**config.mk**
```make
export PLATFORM = sky130hd
export DESIGN_NAME = ffs
export DESIGN_NICKNAME = d
export VERILOG_FILES = /design/src/rtl/ffs.sv
export SDC_FILE = /design/constraint.sdc
export NUM_CORES = 2
export LEC_CHECK = 0
export CORE_UTILIZATION = 40
export DETAILED_ROUTE_END_ITERATION = 10
export HOLD_SLACK_MARGIN = 0.02
export SLEW_MARGIN = 0
export SYNTH_ARGS = -nofsm -noshare
export SYNTH_HDL_FRONTEND = slang
export SYNTH_SLANG_ARGS = --single-unit
```
**constraint.sdc**
```tcl
create_clock -name clk -period 66.6 [get_ports clk]
set_input_delay 16.65 -clock clk [delete_from_list [all_inputs] [get_ports clk]]
set_output_delay 16.65 -clock clk [all_outputs]
set_load 0.05 [all_outputs]
```
**src/rtl/ffs.sv**
```systemverilog
// Multi-cycle modular subtractor over GF(2^255-19): one 64-bit limb subtractor
// and one 64-bit limb adder, with the correction adder running one limb behind.
module ffs (
    input  logic         clk,
    input  logic         rst,
    input  logic         start,
    input  logic [254:0] a_i,
    input  logic [254:0] b_i,
    output logic [254:0] out,
    output logic         busy,
    output logic         done
);

    typedef enum logic [2:0] {IDLE, L0, L1, L2, L3, FIX} state_t;

    localparam logic [255:0] P =
        256'h7fffffffffffffffffffffffffffffffffffffffffffffffffffffffffffffed;

    state_t      state;
    logic [63:0] a_r [4];
    logic [63:0] b_r [4];
    logic [63:0] d_r [4];
    logic [63:0] s_r [3];
    logic        bo;
    logic        c;

    logic [1:0]  sub_idx;
    logic [1:0]  add_idx;
    logic        bo_in;
    logic        c_in;
    logic [64:0] sub_res;
    logic [64:0] add_res;
    logic [63:0] p_l;

    // NOTE: every output of this block gets a default first so no latch is inferred.
    always_comb begin
        sub_idx = 2'd0;
        add_idx = 2'd0;
        case (state)
            L0:      sub_idx = 2'd0;
            L1:      begin sub_idx = 2'd1; add_idx = 2'd0; end
            L2:      begin sub_idx = 2'd2; add_idx = 2'd1; end
            L3:      begin sub_idx = 2'd3; add_idx = 2'd2; end
            FIX:     add_idx = 2'd3;
            default: ;
        endcase
        bo_in   = (state == L0) ? 1'b0 : bo;
        c_in    = (state == L1) ? 1'b0 : c;
        p_l     = P[{add_idx, 6'b0} +: 64];
        sub_res = {1'b0, a_r[sub_idx]} - {1'b0, b_r[sub_idx]} - {64'b0, bo_in};
        add_res = {1'b0, d_r[add_idx]} + {1'b0, p_l} + {64'b0, c_in};
    end

    // NOTE: all state uses non-blocking assignments so every register samples pre-edge values.
    always_ff @(posedge clk or posedge rst) begin
        if (rst) begin
            state <= IDLE;
            out   <= '0;
            busy  <= 1'b0;
            done  <= 1'b0;
            bo    <= 1'b0;
            c     <= 1'b0;
            // NOTE: the limb arrays are plain flops, so clearing them on reset is cheap and well defined.
            for (int k = 0; k < 4; k++) begin
                a_r[k] <= '0;
                b_r[k] <= '0;
                d_r[k] <= '0;
            end
            for (int k = 0; k < 3; k++) s_r[k] <= '0;
        end else begin
            case (state)
                IDLE: begin
                    done <= 1'b0;
                    if (start) begin
                        {a_r[3], a_r[2], a_r[1], a_r[0]} <= {1'b0, a_i};
                        {b_r[3], b_r[2], b_r[1], b_r[0]} <= {1'b0, b_i};
                        bo    <= 1'b0;
                        c     <= 1'b0;
                        busy  <= 1'b1;
                        state <= L0;
                    end
                end
                L0, L1, L2, L3: begin
                    d_r[sub_idx] <= sub_res[63:0];
                    bo           <= sub_res[64];
                    if (state != L0) c <= add_res[64];
                    case (state)
                        L0:      state <= L1;
                        L1:      begin s_r[0] <= add_res[63:0]; state <= L2; end
                        L2:      begin s_r[1] <= add_res[63:0]; state <= L3; end
                        default: begin s_r[2] <= add_res[63:0]; state <= FIX; end
                    endcase
                end
                FIX: begin
                    // A final borrow means a < b, so the p-corrected sum is the result.
                    if (bo) out <= {add_res[62:0], s_r[2], s_r[1], s_r[0]};
                    else    out <= {d_r[3][62:0], d_r[2], d_r[1], d_r[0]};
                    done  <= 1'b1;
                    busy  <= 1'b0;
                    state <= IDLE;
                end
                default: state <= IDLE;
            endcase
        end
    end

endmodule

```
Yosys cells after proc, flatten, opt, wreduce, memory -nomap -nowiden. Index checks and enable logic that the tools add are counted.

$lt $le $gt $ge: 3. Equal/unequal tests: 8. Bitwise gates (word level): 3. $mul: 0. Shifts and indexed selects: 1. Reductions and logical operators: 13. Div/mod/pow operators: 0. Mux-type cells: 27. Add/sub/neg operators: 4.

Operators with widths (count): $mux 64 (7); $bmux 64 s2 (3); $bwmux 256 (1); $shiftx 256x9->64 const A (1); $mux 255 (1); $demux 64 s2 (1); $add 64x64->65 (1); $add 65x1->65 (1); $sub 64x64->65 (1); $sub 65x1->65 (1); $pmux 2 s3 (2); $reduce_and 2->1 (6); $pmux 3 s3 (1); $pmux 1 s2 (4); $eq 3x2->1 const B (2); $eq 3x3->1 const B (2); $ge 3x3->1 const B (2); $not 2->3 (2); $pmux 3 s2 (1); $mux 1 (5); $ne 2x2->1 const B (2); $reduce_bool 2->1 (2); $reduce_or 4->1 (1); $eq 3x1->1 const B (1); 8 further kinds (8).

Memory bits (writable): 0. Latch bits: 0. Memories: 0. Register bits: 1220. ROM bits: 0. Logic and storage cells: 80. Bits of input ports: 513.

Logic depth before layout (Yosys ltp).
Depth after elaboration: 10. Depth in mapped cells: 27.

Worst setup path after synthesis. Ideal clock, no wire load.

Path type: input port to flip-flop. Start point: in start. End point: reg b_r[100] in the netlist's numbering. Required time: 66.475 ns. Data arrival time: 17.966 ns. Path buffers: 3. Setup time: 0.125 ns. Slack: 48.509 ns. Stages: 5. Cells stage by stage: and3_1 > clkbuf_1 > clkbuf_1 > clkbuf_1 > mux2_2.

Word-level cells in the longest chain between the ends: 1.

Ends and longest elaborated chain: start: declaration (line 6) `input logic start,`; $reduce_and 2->1 (no source line); end: declaration (line 21) `logic [63:0] b_r [4];`.

Every way passes these cells. A chain may end at the register's enable or synchronous reset.

Worst setup path after layout.
Start point: in start. End point: reg a_r[132] in the netlist's numbering.

Word-level cells in the longest chain between the ends: 1.

Ends and longest elaborated chain: $reduce_and 2->1 (no source line); end: declaration (line 20) `logic [63:0] a_r [4];`.

Every way passes these cells.

==> summary.txt <==
Logic synthesis
  • Seq cells post-synth: roughly 1200
  • Post-synth top area cell: dfrtp_1
  • Top-count cell post-synth: dfrtp_1
  • Post-synth EDFFs: 0
  • Post-Syn Instances: roughly 5700
  • Top_reg_cell synth: dfrtp_1
  • Syn nets: 6341
  • Share of the synthesized area in the top cell type: a little over 50%
  • Post-Syn Area: around 0.059 sq mm
  • Post-synth top cells: dfrtp_1, nand2_1, o21ai_0, mux2_2, clkbuf_1
  • Synth warnings: 0
  • Area contributors post-synth: dfrtp_1, mux2_2, o21ai_0
  • Async set-reset flop share out of synthesis: between 90% and 100%
  • Seq/Total Area, Yosys: 51.8%
  • Netlist cell types: 74
  • Mean Syn Cell Area: 10.3 sq um

CTS
  • Max Buffers Root-to-Sink: 3
  • CTS buffer count: between 100 and 150
  • CTS root buf: clkbuf_16
  • CTS H-Tree Depth: 4
  • Postcts setup bufs: 0
  • CTS tree: yes
  • CTS clk-pin slew, worst paths: ~0.050 ns
  • # hold bufs at CTS: 0
  • CTS sink cnt: ~1200
  • Resize count post-CTS: 0
  • Clk Latency, worst-skew pair: 0.80 ns

Worst setup path
  • Crit path top cell by count: buf_4
  • CP arrival: about 21 ns
  • Critical path startpoint: start
  • Reg2Reg Depth: 18
  • FF-to-FF End: d_r[176]
  • Crit. End Element: flip-flop
  • CP required: a little under 70 ns
  • Top delay family on crit path: buffers and inverters
  • Worst Setup Start Kind: input pin
  • Crit-path slowest cell: buf_4
  • Crit Path Max Fanout: 70
  • RR Startpoint: state[1]
  • Setup Crit Path Kind: in2reg
  • Reg2reg setup slack: 59.06 ns
  • Levels on crit path: 6
  • Crit path capture: a_r[132]
  • Largest stage delay on the critical path: between 0.8 and 0.9 ns
  • Worst path bufs/invs: 4
  • Critical path, cell by cell: clkdlybuf4s50_1, and3_4, buf_4, buf_4, buf_4, mux2_2

GRT
  • Overflow after GRT: 0
  • Total global-route track usage: approximately 27%
  • Vias in the first global route: between 40000 and 50000
  • First-pass GRT wire length: between 300000 and 400000 microns
  • Largest net degree at the start of global routing: about 220
  • Initial antenna violation count: 86

Outcome
  • Status: finished clean

Drt
  • Drt drc: 0
  • Drt first pass iters: 6
  • Vias: about 46000
  • Initial DRC Count: around 3600
  • Antenna Violating Nets Remaining: 0
  • DR WL/cell: ~25 microns
  • Post-DR vias/cell: roughly 5.6
  • Total Wirelength: between 200000 and 250000 microns

Timing
  • Worst slew pin tran: roughly 1.3 ns
  • Setup TNS: 0 ns
  • Tcrit/Tclk final: just over 30%
  • Slew HR: 13.9%
  • Hold Fails Final Rpt: 0
  • RSZ-0062 raised after global routing: no
  • Slew Viols, Final: 0
  • Post-layout min period: 20.33 ns
  • # setup viols final: 0
  • Worst hold slack: 0.471 ns
  • Setup Skew: 0.0498 ns
  • Highest Clock Rate: between 40 and 50 MHz

Worst hold path
  • Hold path depth: 2
  • Hold WC Path Type: reg2reg

Die
  • Die Width: around 390 microns
  • Initial Utilization: roughly two fifths
  • Total I/O pin count: 770
  • Die Area: 0.149 sq mm
  • Core area: about 0.15 sq mm
  • Vert. Die Dim: ~390 microns
  • Cell row count: 140

Cells and area
  • Share of cells above drive strength 1: between 10 and 15%
  • Nets: 6890
  • Sequential standard cell area: between 0.03 and 0.04 sq mm
  • Final core utilization: between 40 and 50%
  • Multi-input logic area: ~0.026 sq mm
  • Final-layout fill cell count: between 10000 and 15000
  • Layout area overhead: 23.4%

Placement
  • Routability cong.: approximately 0.9
  • Port bufs: between 700 and 800
  • Dpl hpwl: approximately 150000 microns

Run
  • Max-cap viol count: 0
-- cell usage in the layout (no fill, tap or decap), drive strengths merged, types with 63 or more instances in the layout --
cell           count
a21oi            162
a221oi           199
buf               67
clkbuf           196
clkdlybuf4s50    769
dfrtp           1220
ha               128
inv              164
mux2             520
mux2i            225
nand2            902
nor2             142
o21ai            889
o22ai             63
xnor2             97
-- layout make-up --
type                    instances  share of cell area, %
inverters                     157                  0.842
diodes                         32                  0.110
multi-input cells            3894                   36.1
clock buffers                 196                   5.26
clock inverters                45                  0.937
flip-flops and latches       1220                   42.0
well taps                    1917                   3.30
repair buffers                836                   11.5
-- logic make-up (layout without fill, tap and decap cells) --
family / after synthesis / count (layout) / share of synthesized area, %
other: 0 / 32 / 0
DFF: 1220 / 1220 / 51.8
xor gates and xnor gates: 159 / 159 / 2.36
muxes: 747 / 747 / 13.8
buffers and inverters: 583 / 1234 / 3.82
and+or+nand+nor: 1268 / 1268 / 9.09
AOI/OAI and AO/OA: 1589 / 1589 / 16.2
adders and majority gates: 131 / 131 / 2.82
-- worst min path at each step --
stage / startpoint / to / slack [ns]
2_1_floorplan: s_r[11] / s_r[11] / 0.45
3_3_place_gp: s_r[65] / s_r[65] / 0.46
3_5_place_dp: s_r[65] / s_r[65] / 0.46
4_1_cts: s_r[65] / s_r[65] / 0.48
5_1_grt: s_r[66] / s_r[66] / 0.49
6_report: s_r[65] / s_r[65] / 0.47
-- sequential cells by signal, summed over array words and instances (netlist names) --
signal / count
done: 1
busy: 1
out: 255
d_r: 256
b_r: 255
s_r: 192
bo: 1
a_r: 255
c: 1
state: 3
-- tightest hold or removal path: cells and delay by family, from the launching register on --
family	cells	cell delay, ns
DFF	1	0.34
and+or+nand+nor	2	0.10
-- through the flow --
stage | cells | instance area, sq um | setup WS (ns)
after global placement | 8024 | 68100 | 45.57
final | 8297 | 72700 | 46.27
after CTS | 8265 | 72600 | 46.39
after global routing | 8281 | 72600 | 46.09
after detailed placement | 8024 | 68100 | 45.55
after floorplan | 5697 | 58900 | 15.58
-- routing by layer --
metal / global-route usage, % / up-vias / wire length, microns
li1: - / 21400 / -
met1: 37.8 / 22900 / 90900
met2: 42.4 / 1476 / 94200
met3: 6.38 / 345 / 14100
met4: 7.97 / 76 / 5360
met5: 0 / - / 508
Power is not shown: default switching activity piles up to over one toggle a cycle in this logic, so the estimate is an artifact.
